==> config.mk <==
export PLATFORM = sky130hd
export DESIGN_NAME = execute_stage_mx
export DESIGN_NICKNAME = d
export VERILOG_FILES = /design/src/rtl/execute_stage_mx.sv
export SDC_FILE = /design/constraint.sdc
export NUM_CORES = 1
export LEC_CHECK = 0
export CAP_MARGIN = 5
export CORE_ASPECT_RATIO = 0.8
export CORE_MARGIN = 3
export CORE_UTILIZATION = 40
export DETAILED_ROUTE_END_ITERATION = 6
export SYNTH_ARGS = -nofsm -noshare
export SYNTH_HDL_FRONTEND = slang
export SYNTH_SLANG_ARGS = --single-unit
==> constraint.sdc <==
create_clock -name clk -period 13.6 [get_ports clk]
set_clock_uncertainty 0.15 [all_clocks]
set_input_delay 1.36 -clock clk [delete_from_list [all_inputs] [get_ports clk]]
set_output_delay 1.36 -clock clk [all_outputs]
set_load 0.01 [all_outputs]
==> src/rtl/execute_stage_mx.sv <==
// Execute stage of the 5-stage RV32 pipeline: forwarding, ALU, branch/jump redirect,
// an optional shift-add multiplier that stalls upstream via BusyE, and the E/M register.
module execute_stage_mx #(
    parameter int XLEN   = 32,
    parameter bit MUL_EN = 1'b1
) (
    input  logic            clk,
    input  logic            reset,
    input  logic            ValidE,
    input  logic            FlushE,
    input  logic            regwriteE,
    input  logic            MemWriteE,
    input  logic [1:0]      ResultSrcE,
    input  logic            BranchE,
    input  logic            JumpE,
    input  logic            JalrE,
    input  logic [2:0]      funct3E,
    input  logic [3:0]      ALUControlE,
    input  logic            ALUSrcE,
    input  logic [1:0]      ForwardAE,
    input  logic [1:0]      ForwardBE,
    input  logic [XLEN-1:0] RD1_E,
    input  logic [XLEN-1:0] RD2_E,
    input  logic [XLEN-1:0] Imm_ExtE,
    input  logic [XLEN-1:0] PCE,
    input  logic [XLEN-1:0] PCPlus4E,
    input  logic [XLEN-1:0] ResultW,
    input  logic [4:0]      RD_E,
    output logic            PCsrcE,
    output logic [XLEN-1:0] PCTargetE,
    output logic            BusyE,
    output logic            regwriteM,
    output logic            MemWriteM,
    output logic [1:0]      ResultSrcM,
    output logic [4:0]      RD_M,
    output logic [XLEN-1:0] ALU_ResultM,
    output logic [XLEN-1:0] WriteDataM,
    output logic [XLEN-1:0] PCPlus4M
);

    localparam int SHW = $clog2(XLEN);
    localparam logic [3:0] OP_MUL = 4'b1100;

    typedef enum logic [1:0] {S_IDLE, S_MUL, S_DONE} mul_state_e;

    logic [XLEN-1:0] src_a;
    logic [XLEN-1:0] fwd_b;
    logic [XLEN-1:0] src_b;
    logic [XLEN-1:0] alu_result;
    logic [XLEN-1:0] mul_result;
    logic [XLEN-1:0] em_result;
    logic [SHW-1:0]  shamt;
    logic            taken;
    logic            busy;
    logic            mul_done;
    logic            em_bubble;

    // Code 11 is reserved and falls back to the register-file value.
    always_comb begin
        case (ForwardAE)
            2'b01:   src_a = ResultW;
            2'b10:   src_a = ALU_ResultM;
            default: src_a = RD1_E;
        endcase
        case (ForwardBE)
            2'b01:   fwd_b = ResultW;
            2'b10:   fwd_b = ALU_ResultM;
            default: fwd_b = RD2_E;
        endcase
    end

    assign src_b = ALUSrcE ? Imm_ExtE : fwd_b;
    assign shamt = src_b[SHW-1:0];

    always_comb begin
        alu_result = '0;
        case (ALUControlE)
            4'b0000: alu_result = src_a + src_b;
            4'b0001: alu_result = src_a - src_b;
            4'b0010: alu_result = src_a & src_b;
            4'b0011: alu_result = src_a | src_b;
            4'b0111: alu_result = src_a ^ src_b;
            4'b0101: alu_result = {{(XLEN-1){1'b0}}, ($signed(src_a) < $signed(src_b))};
            4'b0110: alu_result = {{(XLEN-1){1'b0}}, (src_a < src_b)};
            4'b1000: alu_result = src_a << shamt;
            4'b1001: alu_result = src_a >> shamt;
            4'b1010: alu_result = $unsigned($signed(src_a) >>> shamt);
            default: alu_result = '0;
        endcase
    end

    // Branches compare against the forwarded rs2, never the immediate.
    always_comb begin
        taken = 1'b0;
        case (funct3E)
            3'b000:  taken = (src_a == fwd_b);
            3'b001:  taken = (src_a != fwd_b);
            3'b100:  taken = ($signed(src_a) < $signed(fwd_b));
            3'b101:  taken = ($signed(src_a) >= $signed(fwd_b));
            3'b110:  taken = (src_a < fwd_b);
            3'b111:  taken = (src_a >= fwd_b);
            default: taken = 1'b0;
        endcase
    end

    assign PCsrcE    = ValidE & ~FlushE & (JumpE | JalrE | (BranchE & taken));
    assign PCTargetE = JalrE ? ((src_a + Imm_ExtE) & {{(XLEN-1){1'b1}}, 1'b0})
                             : (PCE + Imm_ExtE);

    generate
        if (MUL_EN) begin : g_mul
            mul_state_e      state_q, state_d;
            logic [XLEN-1:0] mcand_q, mplier_q, acc_q;
            logic [SHW-1:0]  cnt_q;
            logic            issue;

            assign issue = ValidE & ~FlushE & (ALUControlE == OP_MUL);

            always_ff @(posedge clk) begin
                if (reset) begin
                    state_q <= S_IDLE;
                end else begin
                    state_q <= state_d;
                end
            end

            always_comb begin
                state_d = state_q;
                case (state_q)
                    S_IDLE:  if (issue) state_d = S_MUL;
                    S_MUL: begin
                        if (FlushE)                              state_d = S_IDLE;
                        else if (cnt_q == SHW'(XLEN-1))          state_d = S_DONE;
                    end
                    S_DONE:  state_d = S_IDLE;
                    default: state_d = S_IDLE;
                endcase
            end

            // Busy covers the issue cycle so upstream freezes before operands are lost.
            always_comb begin
                busy     = (state_q == S_MUL) | ((state_q == S_IDLE) & issue);
                mul_done = (state_q == S_DONE);
            end

            always_ff @(posedge clk) begin
                if (reset) begin
                    mcand_q  <= '0;
                    mplier_q <= '0;
                    acc_q    <= '0;
                    cnt_q    <= '0;
                end else if ((state_q == S_IDLE) && issue) begin
                    mcand_q  <= src_a;
                    mplier_q <= src_b;
                    acc_q    <= '0;
                    cnt_q    <= '0;
                end else if (state_q == S_MUL) begin
                    if (mplier_q[0]) acc_q <= acc_q + mcand_q;
                    mcand_q  <= mcand_q << 1;
                    mplier_q <= mplier_q >> 1;
                    cnt_q    <= cnt_q + 1'b1;
                end
            end

            assign mul_result = acc_q;
        end else begin : g_no_mul
            assign busy       = 1'b0;
            assign mul_done   = 1'b0;
            assign mul_result = '0;
        end
    endgenerate

    assign BusyE     = busy;
    assign em_result = mul_done ? mul_result : alu_result;
    assign em_bubble = reset | FlushE | ~ValidE | busy;

    always_ff @(posedge clk) begin
        if (em_bubble) begin
            regwriteM   <= 1'b0;
            MemWriteM   <= 1'b0;
            ResultSrcM  <= 2'b00;
            RD_M        <= '0;
            ALU_ResultM <= '0;
            WriteDataM  <= '0;
            PCPlus4M    <= '0;
        end else begin
            regwriteM   <= regwriteE;
            MemWriteM   <= MemWriteE;
            ResultSrcM  <= ResultSrcE;
            RD_M        <= RD_E;
            ALU_ResultM <= em_result;
            WriteDataM  <= fwd_b;
            PCPlus4M    <= PCPlus4E;
        end
    end

endmodule

Word-level counts from Yosys, hierarchy flattened

Cells that the tools add are included.

Bits in registers: 208
Input port bits: 220
Logic and storage cells: 92

$add $sub $neg: 6
$lt $le $gt $ge: 6
Eq/ne operators: 26
Shift operators: 3
Mux-type cells: 15
Bitwise operators: 16
Reduce and logical (&&, ||, !) cells: 8

Operators with widths:

| kind                                          | count |
|---|---|
| case mux 32 bit (10 select lines)             | 1 |
| 2-to-1 mux 32 bit                             | 7 |
| adder 32 bit                                  | 4 |
| less-than comparator 32 bit                   | 4 |
| case mux 32 bit (2 select lines)              | 2 |
| greater-or-equal comparator 32 bit            | 2 |
| AND 32 bit                                    | 1 |
| == test 32 bit                                | 1 |
| inequality test 32 bit                        | 1 |
| bitwise OR 32 bit                             | 1 |
| << shifter 32 x 5 -> 32 bit                   | 1 |
| >> shifter 32 x 5 -> 32 bit                   | 1 |
| >>> shifter 32 x 5 -> 32 bit                  | 1 |
| subtractor 32 bit                             | 1 |
| bitwise XOR 32 bit                            | 1 |
| == test 4 bit, second input constant          | 4 |
| == test 3 bit, second input constant          | 4 |
| == test 4 x 3 -> 1 bit, second input constant | 3 |
| == test 4 x 2 -> 1 bit, second input constant | 2 |
| == test 2 x 1 -> 1 bit, second input constant | 3 |
| == test 2 bit, second input constant          | 3 |
| 2-to-1 mux 2 bit                              | 3 |
| bitwise OR 1 bit                              | 6 |
| case mux 1 bit (6 select lines)               | 1 |
| other kinds (16)                              | 22 |

Depth between registers and ports, before layout

Word-level depth: 7
Gate-level depth with buffers: 22
Mapped depth without buffers: 17

Worst setup path before layout

No wires, ideal clock.

Kind: input-to-output
Start: input ForwardBE[0]
End: output PCsrcE
Data arrival time: 4922 ps
Required time: 12090 ps
Slack: 7168 ps
Stages: 18
Cell sequence: inv_1 > ha_1 > buf_4 > clkbuf_1 > clkbuf_1 > a221o_1 > o21ai_0 > ha_1 > a21o_1 > a21o_1 > a211oi_1 > o21ai_0 > a221oi_1 > o221a_2 > a21oi_1 > a311o_1 > or4_1 > o21ai_0

Longest elaborated chain between the ends: 7
Elaborated cells between the ends (all ways): 13
Those cells by class: order compare: 4; eq/ne: 4; mux: 2; bitwise: 3

Ends and longest elaborated chain:

| item                                                             | RTL line | source |
|---|---|---|
| from (decl)                                                      | 21       | `input logic [1:0] ForwardBE,` |
| == test 2 bit / == test 2 x 1 -> 1 bit (equally long branches)   | 65       | `case (ForwardBE)` |
| case mux 32 bit (2 select lines) (*)                             | 65       |  |
| greater-or-equal comparator 32 bit, or another cell as far along | 101      | `3'b111: taken = (src_a >= fwd_b);` |
| case mux 1 bit (6 select lines) (*)                              | 95       | `case (funct3E)` |
| AND 1 bit (*)                                                    | 106      | `assign PCsrcE = ValidE & ~FlushE & (JumpE \| JalrE \| (BranchE & taken));` |
| bitwise OR 1 bit (*)                                             | 106      |  |
| AND 1 bit (*)                                                    | 106      |  |
| to (decl)                                                        | 29       | `output logic PCsrcE,` |

Mark *: on every way between the ends. The rest lies on a longest branch, timed or not.

Worst setup path after layout

Same ends and word-level chain as after synthesis.

==> results.md <==
* DR iter-0 viols at 3448
* CP max stage delay at ~830 ps
* #FFs+latches synth at 208
* Relative slew margins at 0.1992
* Crit Path Class: in -> out
* I/O Buffers at 358
* Fmax achieved at ~110 MHz
* Setup bufs post-CTS at 0
* Leak pwr at 11.24 nW
* Cell chain of the critical path: clkdlybuf4s50_1 > inv_1 > ha_1 > buf_4 > inv_1 > o21ai_0 > ha_1 > nand4_1 > or2_2 > nand3b_1 > nor3_1 > nor2_1 > a311o_1 > or4_1 > o21ai_0 > clkdlybuf4s50_1
* Initial antenna violation count at 4
* H-tree Lvls at 1
* Psw at 1.098 mW
* Pwr/cell area at 92.84 nW/um^2
* Die H at 218.9 um
* Max Cap Violations at 0
* Synthesized Nets at 3630
* PostCTS Resize Cnt at 0
* Post-synthesis cell type count at 88
* Hpwl dp at 89.11 mm
* Cell Rows at 77
* Largest area contributor in the netlist: dfxtp_1
* Starting Density at 0.4070
* Reg2reg start: ALU_ResultM[0]
* Via count at 26.73k
* Cts bufs inserted at 26
* Required time of the critical path at 12090 ps
* Power share of the clock group at 0.268
* Sequential area share after synthesis at 0.1837
* Router iterations before antenna repair at 6
* Post-synthesis cell area at around 23000 um^2
* Tot GR Track Use at 0.3686
* Beginning of the worst hold path: g_mul.cnt_q[4]
* Utilization after layout at 0.4963
* TritonCTS clock tree: built
* Clk pin slew, worst setup/hold paths at 60 ps
* Final ANT Viol Nets at 0
* Crit path arrival time at 7360 ps
* First-pass GRT wire length at 167.0 mm
* Filler cells at approximately 5.6k
* Hold crit path type: reg -> reg
* Mean Syn Cell Area at 7.133 um^2
* RSZ-0062 raised after global routing: false
* Share of cells above drive strength 1 at 0.04892
* Final hold vios at 0
* CTS Buffer Depth at 3
* Die footprint at slightly below 60000 um^2
* Asr flop ratio synth at 0
* Most used DFF post-synth: dfxtp_1
* Critical path's slowest cell: nor3_1
* Min Clock Period, post-route at approximately 8900 ps
* Crit-path max FO at 37
* Final GP Congestion at between 1 and 1.5
* Number of flops mapped to enable cells by yosys at 0
* # IOs at about 360
* Int Power at roughly 1.5 mW
* Setup Viol. Count Final at 0
* Status: finished, final reports clean
* Reg power frac at 0.245
* Largest cells by area after synthesis: dfxtp_1 (18%), ha_1 (13%), nand2_1 (7.0%), a21oi_1 (6.0%), nor2_1 (5.1%)
* Congestion Overflow GR at 0
* CTS root buffer: clkbuf_16
* Drt via density at approximately 6.4
* Slew Viols, Final at 0
* Hold buffers post-CTS at 0
* Drt drc at 0
* Synth warnings at 0
* Clock sinks at 208
* Core Area at between 50000 and 60000 um^2
* Largest net degree at the start of global routing at 70
* DRT Wirelength at ~110 mm
* WL/cell at 27.40 um
* Synth Instances at 3177
* Worst setup EP type: output port
* Fin crit share at 0.6521
* Worst vdd ir at between 80 and 90 uV
* Vias in the first global route at 24.68k
* Critical path startpoint: ForwardBE[0]
* Sw frac at 0.4281
* Synth top area share at 0.1837
* Worst Setup Start Kind: primary input
* Die Wd at 272.1 um
* Part of the power in combinational logic at 0.487
* Slew @ Worst Pin at between 1000 and 1500 ps
* Worst-skew pair later-pin latency at 580 ps
* Nets at ~3.9k
* Setup TNS at 0 ps
* Area Growth Syn to Fin at 21.95%
stage by stage:
| step | power, mW | instances | cell area, um^2 | worst slack, ps | hold slack [ps] |
|---|---|---|---|---|---|
| floorplan | 1.387 | 3177 | 22660 | 7168 | 290.6 |
| global placement | 1.835 | 4139 | 26790 | 4940 | 298.3 |
| detailed placement | 1.839 | 4139 | 26790 | 4871 | 306.8 |
| CTS | 2.532 | 4183 | 27610 | 4866 | 314.6 |
| global route | 2.679 | 4185 | 27640 | 4409 | 331.7 |
| finish | 2.566 | 4185 | 27640 | 4731 | 312.7 |
cells in the mapped netlist (18+ instances only):
cell      instances
nand2_1         423
nor2_1          309
a21oi_1         273
ha_1            228
o21ai_0         226
dfxtp_1         208
clkbuf_1        143
inv_1           123
mux2i_1         100
a22oi_1          80
a21o_1           70
and2_1           57
nand3_1          54
nor3_1           54
a211oi_1         53
a221oi_1         45
xnor2_1          45
xor2_1           42
o21ai_1          39
o211ai_1         37
a221o_1          36
a31oi_1          32
nand2b_1         31
buf_2            30
a311oi_1         29
nor2b_1          28
o21a_1           26
and3_1           25
o21bai_1         22
buf_1            19
nand4_1          19
o22ai_1          18
or3_1            18
sequential cells by signal, indices dropped and copies added, names as in the netlist:
| name | flops |
|---|---|
| g_mul.mcand_q | 32 |
| g_mul.cnt_q | 5 |
| g_mul.mplier_q | 32 |
| regwriteM | 1 |
| MemWriteM | 1 |
| g_mul.state_q | 2 |
| ALU_ResultM | 32 |
| WriteDataM | 32 |
| ResultSrcM | 2 |
| RD_M | 5 |
| PCPlus4M | 32 |
| g_mul.acc_q | 32 |
path summary, 6_finish.rpt:
path	end	slack [ps]	cells after the start
hold reg to reg	g_mul.cnt_q[4]	310	2
setup / recovery	PCsrcE	4730	16
hold / removal	g_mul.cnt_q[4]	310	2
setup reg to reg	ALU_ResultM[0]	7730	16
cell usage in the layout (no fill, tap or decap), drive strengths merged, types with 10 or more instances in the layout:
cell           count
nand2            423
clkdlybuf4s50    355
nor2             309
a21oi            273
o21ai            265
ha               228
dfxtp            208
inv              129
mux2i            101
a22oi             80
a21o              70
buf               65
and2              58
nand3             54
a211oi            54
nor3              54
a221oi            45
xnor2             45
xor2              42
o211ai            37
a221o             36
a31oi             32
clkbuf            32
nand2b            31
a311oi            29
nor2b             28
o21a              26
and3              25
o21bai            22
nand4             19
or3               18
o22ai             18
mux2              18
o31ai             16
o221ai            15
nor4              14
or2               12
a2111oi           11
clkinv            10
metal layers:
layer / wire length (um) / track usage / vias to the layer above
li1: - / - / 12120
met1: 49640 / 0.5155 / 12770
met2: 49080 / 0.5657 / 1562
met3: 10740 / 0.06143 / 271
met4: 5203 / 0.1427 / 2
met5: 8 / 0 / -
power by group through the flow:
stage	Combinational (mW)	Sequential (mW)	Clock (mW)
6_report	1.25	0.628	0.689
5_1_grt	1.33	0.628	0.722
4_1_cts	1.20	0.628	0.701
3_5_place_dp	1.20	0.641	0
3_3_place_gp	1.19	0.641	0
2_1_floorplan	0.745	0.643	0
cell type report:
class | count | area, um^2 | share of cell area
Multi-Input combinational cell | 2633 | 17180 | 0.6215
Clock inverter | 12 | 98.84 | 0.003577
Clock buffer | 32 | 714.4 | 0.02585
Timing Repair Buffer | 420 | 4054 | 0.1467
Sequential cell | 208 | 4164 | 0.1507
Tap cell | 750 | 938.4 | 0.03396
Antenna cell | 1 | 2.502 | 0.00009055
Inverter | 129 | 489.2 | 0.01770
worst max-delay path: cells and delay by family:
| kind | cells | cell delay (ps) |
|---|---|---|
| buffers and inverters | 5 | 2150 |
| AOI/OAI and AO/OA | 3 | 900 |
| adders and majority gates | 2 | 760 |
| and+or+nand+nor | 6 | 2170 |
cell families (layout without fill, tap and decap cells):
| kind of cell | Yosys count | in the layout | share of synthesized area |
|---|---|---|---|
| mux | 119 | 119 | 0.05411 |
| buf+inv | 336 | 593 | 0.06101 |
| other cells | 0 | 1 | 0 |
| flops | 208 | 208 | 0.1837 |
| simple gates | 1080 | 1080 | 0.2145 |
| xor+xnor | 87 | 87 | 0.03362 |
| compound gates | 1114 | 1114 | 0.3227 |
| fa+ha+maj | 233 | 233 | 0.1303 |
No activity file was read; power rests on OpenSTA's default activity.
